## config.mk

```make
export PLATFORM = sky130hd
export DESIGN_NAME = perf_memsys_reader_flat
export DESIGN_NICKNAME = d
export VERILOG_FILES = /design/src/rtl/perf_memsys_pkg.sv /design/src/rtl/VX_perf_memsys_if.sv /design/src/rtl/perf_memsys_reader.sv /design/src/flat_wrapper.sv
export SDC_FILE = /design/constraint.sdc
export NUM_CORES = 2
export LEC_CHECK = 0
export BUFFER_PORTS_ARGS = -buffer_cell sky130_fd_sc_hd__buf_2
export CORE_MARGIN = 5
export CORE_UTILIZATION = 45
export DETAILED_ROUTE_END_ITERATION = 8
export GPL_ROUTABILITY_DRIVEN = 0
export GPL_TIMING_DRIVEN = 0
export PLACE_DENSITY = 0.69
export SLEW_MARGIN = 10
export SYNTH_ARGS = -nofsm -noshare
export SYNTH_HDL_FRONTEND = slang
export SYNTH_SLANG_ARGS = --single-unit
```

## constraint.sdc

```tcl
create_clock -name clk -period 30.2 [get_ports clk]
set_input_delay 4.53 -clock clk [delete_from_list [all_inputs] [get_ports clk]]
set_output_delay 4.53 -clock clk [all_outputs]
set_load 0.03 [all_outputs]
```

## src/rtl/perf_memsys_pkg.sv

```systemverilog
// Shared constants and types for the memory-system performance counter reader.
// Latency: n/a (declarations only).
// Backpressure: n/a (declarations only).
package perf_memsys_pkg;

  localparam int NUM_CTRS = 15;
  localparam int BEATS    = 2 * NUM_CTRS;   // one lo and one hi word per counter
  localparam int BEAT_W   = $clog2(BEATS);

  typedef enum logic {
    ST_IDLE   = 1'b0,
    ST_STREAM = 1'b1
  } state_t;

  // Counter index as carried on rsp_idx, in interface declaration order.
  typedef enum logic [3:0] {
    CTR_ICACHE_READS        = 4'd0,
    CTR_ICACHE_READ_MISSES  = 4'd1,
    CTR_DCACHE_READS        = 4'd2,
    CTR_DCACHE_WRITES       = 4'd3,
    CTR_DCACHE_READ_MISSES  = 4'd4,
    CTR_DCACHE_WRITE_MISSES = 4'd5,
    CTR_DCACHE_BANK_STALLS  = 4'd6,
    CTR_DCACHE_MSHR_STALLS  = 4'd7,
    CTR_SMEM_READS          = 4'd8,
    CTR_SMEM_WRITES         = 4'd9,
    CTR_SMEM_BANK_STALLS    = 4'd10,
    CTR_MEM_READS           = 4'd11,
    CTR_MEM_WRITES          = 4'd12,
    CTR_MEM_LATENCY         = 4'd13,
    CTR_SAME_ACCESS         = 4'd14
  } ctr_idx_t;

endpackage

```

## src/rtl/VX_perf_memsys_if.sv

```systemverilog
// Bundle of the 15 live memory-system performance counters, CTR_W bits each.
// Latency: n/a (wires only).
// Backpressure: none; counters are free-running levels.
// Modports: master drives the counters, slave observes them.
interface VX_perf_memsys_if #(
  parameter int CTR_W = 44
) ();

  logic [CTR_W-1:0] icache_reads;
  logic [CTR_W-1:0] icache_read_misses;
  logic [CTR_W-1:0] dcache_reads;
  logic [CTR_W-1:0] dcache_writes;
  logic [CTR_W-1:0] dcache_read_misses;
  logic [CTR_W-1:0] dcache_write_misses;
  logic [CTR_W-1:0] dcache_bank_stalls;
  logic [CTR_W-1:0] dcache_mshr_stalls;
  logic [CTR_W-1:0] smem_reads;
  logic [CTR_W-1:0] smem_writes;
  logic [CTR_W-1:0] smem_bank_stalls;
  logic [CTR_W-1:0] mem_reads;
  logic [CTR_W-1:0] mem_writes;
  logic [CTR_W-1:0] mem_latency;
  logic [CTR_W-1:0] same_access;

  modport master (
    output icache_reads, icache_read_misses, dcache_reads, dcache_writes,
           dcache_read_misses, dcache_write_misses, dcache_bank_stalls,
           dcache_mshr_stalls, smem_reads, smem_writes, smem_bank_stalls,
           mem_reads, mem_writes, mem_latency, same_access
  );

  modport slave (
    input  icache_reads, icache_read_misses, dcache_reads, dcache_writes,
           dcache_read_misses, dcache_write_misses, dcache_bank_stalls,
           dcache_mshr_stalls, smem_reads, smem_writes, smem_bank_stalls,
           mem_reads, mem_writes, mem_latency, same_access
  );

endinterface

```

## src/rtl/perf_memsys_reader.sv

```systemverilog
// Snapshots 15 memory-system counters atomically and streams them as 30 x 32-bit beats.
// Latency: first beat valid 1 cycle after snap_valid&snap_ready; next snapshot 1 cycle after last beat.
// Backpressure: beat held stable while rsp_valid&!rsp_ready; snap_ready low while streaming.
//
// Ports: clk / reset (async, active-high); perf_memsys_if (live counters, slave);
//        snap_valid/snap_ready (snapshot request); rsp_valid/rsp_ready/rsp_data/
//        rsp_idx/rsp_hi/rsp_last (beat stream); busy (streaming in progress).
// Build option: define PERF_DELTA_EN to stream (live - previous snapshot) mod 2^CTR_W
//               instead of absolute counter values.
module perf_memsys_reader
  import perf_memsys_pkg::*;
#(
  parameter int CTR_W = 44,
  parameter int OUT_W = 32
) (
  input  logic             clk,
  input  logic             reset,
  VX_perf_memsys_if.slave  perf_memsys_if,
  input  logic             snap_valid,
  output logic             snap_ready,
  output logic             rsp_valid,
  input  logic             rsp_ready,
  output logic [OUT_W-1:0] rsp_data,
  output logic [3:0]       rsp_idx,
  output logic             rsp_hi,
  output logic             rsp_last,
  output logic             busy
);

  typedef logic [NUM_CTRS-1:0][CTR_W-1:0] ctr_vec_t;

  state_t            state_q, state_d;
  logic [BEAT_W-1:0] beat_q;
  ctr_vec_t          live;
  ctr_vec_t          latch_val;
  ctr_vec_t          snap_q;
  logic              accept;
  logic              beat_fire;
  logic              last_beat;

  // Even beats carry bits [31:0], odd beats bits [CTR_W-1:32] zero-extended.
  function automatic logic [OUT_W-1:0] beat_word(input ctr_vec_t vec,
                                                 input logic [BEAT_W-1:0] beat);
    logic [63:0] wide;
    wide = 64'(vec[beat[BEAT_W-1:1]]);
    return beat[0] ? OUT_W'(wide[63:32]) : OUT_W'(wide[31:0]);
  endfunction

  // Element 0 is icache_reads, element 14 is same_access.
  assign live = {perf_memsys_if.same_access,        perf_memsys_if.mem_latency,
                 perf_memsys_if.mem_writes,         perf_memsys_if.mem_reads,
                 perf_memsys_if.smem_bank_stalls,   perf_memsys_if.smem_writes,
                 perf_memsys_if.smem_reads,         perf_memsys_if.dcache_mshr_stalls,
                 perf_memsys_if.dcache_bank_stalls, perf_memsys_if.dcache_write_misses,
                 perf_memsys_if.dcache_read_misses, perf_memsys_if.dcache_writes,
                 perf_memsys_if.dcache_reads,       perf_memsys_if.icache_read_misses,
                 perf_memsys_if.icache_reads};

  assign accept    = snap_valid & snap_ready;
  assign beat_fire = rsp_valid & rsp_ready;
  assign last_beat = (beat_q == BEAT_W'(BEATS - 1));

`ifdef PERF_DELTA_EN
  ctr_vec_t prev_q;

  // Subtraction wraps naturally at CTR_W bits.
  always_comb begin
    latch_val = '0;
    for (int i = 0; i < NUM_CTRS; i++) begin
      latch_val[i] = live[i] - prev_q[i];
    end
  end

  always_ff @(posedge clk or posedge reset) begin
    if (reset) begin
      prev_q <= '0;
    end else if (accept) begin
      prev_q <= live;
    end
  end
`else
  assign latch_val = live;
`endif

  // State register
  always_ff @(posedge clk or posedge reset) begin
    if (reset) begin
      state_q <= ST_IDLE;
    end else begin
      state_q <= state_d;
    end
  end

  // Next-state logic
  always_comb begin
    state_d = state_q;
    case (state_q)
      ST_IDLE:   if (accept) state_d = ST_STREAM;
      ST_STREAM: if (beat_fire && last_beat) state_d = ST_IDLE;
      default:   state_d = ST_IDLE;
    endcase
  end

  // Outputs. snap_ready is gated by reset so it reads 0 while reset is held.
  always_comb begin
    snap_ready = (state_q == ST_IDLE) && !reset;
    busy       = (state_q == ST_STREAM);
    rsp_valid  = (state_q == ST_STREAM);
    rsp_last   = (state_q == ST_STREAM) && last_beat;
    rsp_data   = beat_word(snap_q, beat_q);
    rsp_idx    = beat_q[BEAT_W-1:1];
    rsp_hi     = beat_q[0];
  end

  // Snapshot registers and beat pointer; the pointer wraps to 0 on the last
  // handshake so idle outputs rest at idx 0 lo.
  always_ff @(posedge clk or posedge reset) begin
    if (reset) begin
      beat_q <= '0;
      snap_q <= '0;
    end else if (accept) begin
      beat_q <= '0;
      snap_q <= latch_val;
    end else if (beat_fire) begin
      beat_q <= last_beat ? '0 : beat_q + 1'b1;
    end
  end

endmodule

```

## src/flat_wrapper.sv

```systemverilog
// flat-port wrapper written by rule: the top's interface ports become plain ports
module perf_memsys_reader_flat import perf_memsys_pkg::*;
#(
  parameter int CTR_W = 44,
  parameter int OUT_W = 32
)
  (clk, reset, snap_valid, snap_ready, rsp_valid, rsp_ready, rsp_data, rsp_idx, rsp_hi, rsp_last, busy, perf_memsys_if_icache_reads, perf_memsys_if_icache_read_misses, perf_memsys_if_dcache_reads, perf_memsys_if_dcache_writes, perf_memsys_if_dcache_read_misses, perf_memsys_if_dcache_write_misses, perf_memsys_if_dcache_bank_stalls, perf_memsys_if_dcache_mshr_stalls, perf_memsys_if_smem_reads, perf_memsys_if_smem_writes, perf_memsys_if_smem_bank_stalls, perf_memsys_if_mem_reads, perf_memsys_if_mem_writes, perf_memsys_if_mem_latency, perf_memsys_if_same_access);
  VX_perf_memsys_if #(.CTR_W(CTR_W)) perf_memsys_if_i ();
  input  logic clk;
  input  logic reset;
  input  logic snap_valid;
  output logic snap_ready;
  output logic rsp_valid;
  input  logic rsp_ready;
  output logic [OUT_W-1:0] rsp_data;
  output logic [3:0] rsp_idx;
  output logic rsp_hi;
  output logic rsp_last;
  output logic busy;
  input wire logic [$bits(perf_memsys_if_i.icache_reads)-1:0] perf_memsys_if_icache_reads;
  input wire logic [$bits(perf_memsys_if_i.icache_read_misses)-1:0] perf_memsys_if_icache_read_misses;
  input wire logic [$bits(perf_memsys_if_i.dcache_reads)-1:0] perf_memsys_if_dcache_reads;
  input wire logic [$bits(perf_memsys_if_i.dcache_writes)-1:0] perf_memsys_if_dcache_writes;
  input wire logic [$bits(perf_memsys_if_i.dcache_read_misses)-1:0] perf_memsys_if_dcache_read_misses;
  input wire logic [$bits(perf_memsys_if_i.dcache_write_misses)-1:0] perf_memsys_if_dcache_write_misses;
  input wire logic [$bits(perf_memsys_if_i.dcache_bank_stalls)-1:0] perf_memsys_if_dcache_bank_stalls;
  input wire logic [$bits(perf_memsys_if_i.dcache_mshr_stalls)-1:0] perf_memsys_if_dcache_mshr_stalls;
  input wire logic [$bits(perf_memsys_if_i.smem_reads)-1:0] perf_memsys_if_smem_reads;
  input wire logic [$bits(perf_memsys_if_i.smem_writes)-1:0] perf_memsys_if_smem_writes;
  input wire logic [$bits(perf_memsys_if_i.smem_bank_stalls)-1:0] perf_memsys_if_smem_bank_stalls;
  input wire logic [$bits(perf_memsys_if_i.mem_reads)-1:0] perf_memsys_if_mem_reads;
  input wire logic [$bits(perf_memsys_if_i.mem_writes)-1:0] perf_memsys_if_mem_writes;
  input wire logic [$bits(perf_memsys_if_i.mem_latency)-1:0] perf_memsys_if_mem_latency;
  input wire logic [$bits(perf_memsys_if_i.same_access)-1:0] perf_memsys_if_same_access;
  assign perf_memsys_if_i.icache_reads = perf_memsys_if_icache_reads;
  assign perf_memsys_if_i.icache_read_misses = perf_memsys_if_icache_read_misses;
  assign perf_memsys_if_i.dcache_reads = perf_memsys_if_dcache_reads;
  assign perf_memsys_if_i.dcache_writes = perf_memsys_if_dcache_writes;
  assign perf_memsys_if_i.dcache_read_misses = perf_memsys_if_dcache_read_misses;
  assign perf_memsys_if_i.dcache_write_misses = perf_memsys_if_dcache_write_misses;
  assign perf_memsys_if_i.dcache_bank_stalls = perf_memsys_if_dcache_bank_stalls;
  assign perf_memsys_if_i.dcache_mshr_stalls = perf_memsys_if_dcache_mshr_stalls;
  assign perf_memsys_if_i.smem_reads = perf_memsys_if_smem_reads;
  assign perf_memsys_if_i.smem_writes = perf_memsys_if_smem_writes;
  assign perf_memsys_if_i.smem_bank_stalls = perf_memsys_if_smem_bank_stalls;
  assign perf_memsys_if_i.mem_reads = perf_memsys_if_mem_reads;
  assign perf_memsys_if_i.mem_writes = perf_memsys_if_mem_writes;
  assign perf_memsys_if_i.mem_latency = perf_memsys_if_mem_latency;
  assign perf_memsys_if_i.same_access = perf_memsys_if_same_access;
  perf_memsys_reader #(.CTR_W(CTR_W), .OUT_W(OUT_W)) u_core (.clk(clk), .reset(reset), .perf_memsys_if(perf_memsys_if_i), .snap_valid(snap_valid), .snap_ready(snap_ready), .rsp_valid(rsp_valid), .rsp_ready(rsp_ready), .rsp_data(rsp_data), .rsp_idx(rsp_idx), .rsp_hi(rsp_hi), .rsp_last(rsp_last), .busy(busy));
endmodule
```

==> metrics.txt <==
status complete, no violations; RR Endpoint u_core.snap_q[344]; busiest layer in global routing met2; kind of end point of the critical path output pin; Clk network pwr share between 20% and 30%; vias 21780; Comb pwr share between 40 and 50%; Post-Layout Inst Area roughly 38000 sq um; die area roughly 73000 sq um; Synth Flop Type dfrtp_1; Synth Area per Inst ~15 sq um; Critical Path Start Type input pin; M3 GR Usage 8.134%; Post-DP Area roughly 35000 sq um; max_cap viols 0; final worst setup slack 20.69 ns; DIE WIDTH around 270 microns; core area between 60000 and 70000 sq um; critical path class in2out; area of the multi-input gates between 10000 and 15000 sq um; maximum VDD drop 0.00005778 V; DR WL/cell between 20 and 30 microns; Final ANT Viol Nets 0; CTS tree done; vias per cell 5.721; Req. time, crit path around 26 ns; Worst R2R Start u_core.busy; Area growth syn-to-layout 23.87%; Crit path arrival time 4.98 ns; Final Hold Vio Count 0; worst hold path class reg2reg; switching power total about 1.5 mW; Net Sw Frac roughly 36%; grt total ovfl 0; met2 GRT Util between 40% and 50%; TritonCTS Buffers between 70 and 80; WL final between 100000 and 150000 microns; FF+latch count, synth about 670; Rows 95; Final setup viols 0; R2R Setup Slk 27.82 ns; Worst Setup EP snap_ready; Int Power 2.698 mW; number of clock sinks roughly 670; share of cells above drive strength 1 about 60%; Initial Util around 45%; I/O pins about 700; initial DRC count roughly 1800; hold path cells 1; Die Height between 200 and 300 microns; Syn Nets roughly 2700; Max Slew Vio Count 0; Seq/Total Area, Yosys between 50% and 60%; Post-layout nets roughly 3500; RSZ-0062 raised after global routing false; final hold slack between 0.5 and 0.6 ns; fin util roughly 56%; Worst-Margin Slew between 0.8 and 0.9 ns; met1 Usage GRT a little under two fifths; setup repair bufs after CTS 0; Power Density 111.1 nW/um^2; largest net degree at the start of global routing 120; setup TNS 0 ns; Max FO, Critical Path 3; Sequential Area about 17000 sq um; Non-Filler Instances between 3000 and 4000; Power, Total roughly 4.2 mW; fin crit share between 30% and 40%; PostCTS Resize Cnt 0; Ys Warns 0; GRT Resource Usage Total 29.37%; clock root buffer master clkbuf_16; initial antenna violation count 70; PortBufs around 700; number of global-route vias before repair around 24000; first-pass GRT wire length around 160000 microns; asr flop ratio synth 100.0%; FILL cells roughly 5500; DRC errors left 0; synthesized area 30630 sq um; leakage approximately 17 nW; clock slew at reported path FFs about 0.060 ns; Pre-antenna DRT Iters 5; later-pin clock latency in the skew report roughly 0.61 ns; Flop pwr share 37.9%; # H-tree levels 3; R2R depth 5; cts hold-fix bufs 0; fmax 105.1 MHz; Period minus WS final 9.511 ns; post-synth cell types between 40 and 50; Worst slew margin 41.08%; Max Root-Sink Buffers 3; Cells after Synth 2043; dpl cells between 3000 and 4000; Worst Skew 0.02447 ns; dpl hpwl 86750 microns; crit path from reset; pre-CTS setup slack around 21 ns; Post-synth EDFFs 0
[worst max-delay path: stages]
cell,delay [ns]
buf_2,0.14
nor2_1,0.10
buf_2,0.21
[worst min path at each step]
stage | start | end | slack [ns]
finish | u_core.snap_q[618] | u_core.snap_q[618] | 0.50
global placement | u_core.snap_q[79] | u_core.snap_q[79] | 0.48
CTS | u_core.snap_q[649] | u_core.snap_q[649] | 0.50
global route | u_core.snap_q[624] | u_core.snap_q[624] | 0.51
floorplan | u_core.snap_q[45] | u_core.snap_q[45] | 0.47
detailed placement | u_core.snap_q[649] | u_core.snap_q[649] | 0.49
[registers in the layout, indices dropped and copies added (netlist names)]
| signal | flops |
|---|---|
| u_core.beat_q | 5 |
| u_core.busy | 1 |
| u_core.snap_q | 660 |
[metal layers]
metal | wire length [microns] | part of all wire [%]
met3 | 8559 | 7.7
met1 | 44230 | 40
met5 | 216 | 0.19
met2 | 54910 | 49
met4 | 3107 | 2.8
[synth_stat cells (all sizes together) (2+ instances only)]
cell type  instances  area [sq um]
mux2             684          7702
inv                5         18.77
a221oi            13         113.9
o32a              12         120.1
nor2              17         63.81
nand2             49         183.9
o2bb2ai           20         175.2
nand2b             2         12.51
mux2i            134          1341
a31oi             13         81.33
nor3b              2         15.01
o31ai              2         15.01
clkbuf            21         78.83
buf              137         900.9
a221o             11         110.1
or2                3         18.77
o22ai             20         125.1
dfrtp            666         16670
o21ai             63         315.3
nand3              2         10.01
o211ai            11         112.6
a21o              13         97.59
mux4              91          2061
ha                 2         25.02
a21oi             42         210.2
[power by group through the flow]
stage	Combinational [mW]	Clock, mW	Sequential, mW
6_report	1.71	0.904	1.60
5_1_grt	1.82	0.952	1.64
4_1_cts	1.70	0.916	1.59
3_5_place_dp	1.70	0	1.60
3_3_place_gp	1.66	0	1.58
2_1_floorplan	1.17	0	1.52
[layout by cell type (no fill, tap or decap), types with 16 or more instances in the layout]
master,n
a21oi_1,42
clkbuf_16,76
mux2i_1,134
nor2_1,17
mux2_2,684
nand2_1,49
o22ai_1,20
o21ai_0,63
mux4_2,88
o2bb2ai_1,20
buf_4,16
diode_2,54
buf_2,799
clkbuf_1,36
dfrtp_1,666
[kinds of logic after synthesis]
logic type / Yosys count / share of synthesized area (%)
simple gates: 81 / 1.135
compound gates: 222 / 4.873
mux: 909 / 36.25
buf+inv: 163 / 3.259
flops: 666 / 54.40
fa+ha+maj: 2 / 0.08167
[layout make-up]
cell class | count | area share, %
Sequential cell | 666 | 43.92
Buffer | 158 | 2.582
Tap cell | 873 | 2.879
Inverter | 5 | 0.06924
Multi-Input combinational cell | 1214 | 34.18
Timing Repair Buffer | 709 | 9.648
Antenna cell | 54 | 0.3561
Clock buffer | 102 | 5.559
Clock inverter | 27 | 0.8078
Note: power is estimated with default switching activity, not from simulation.
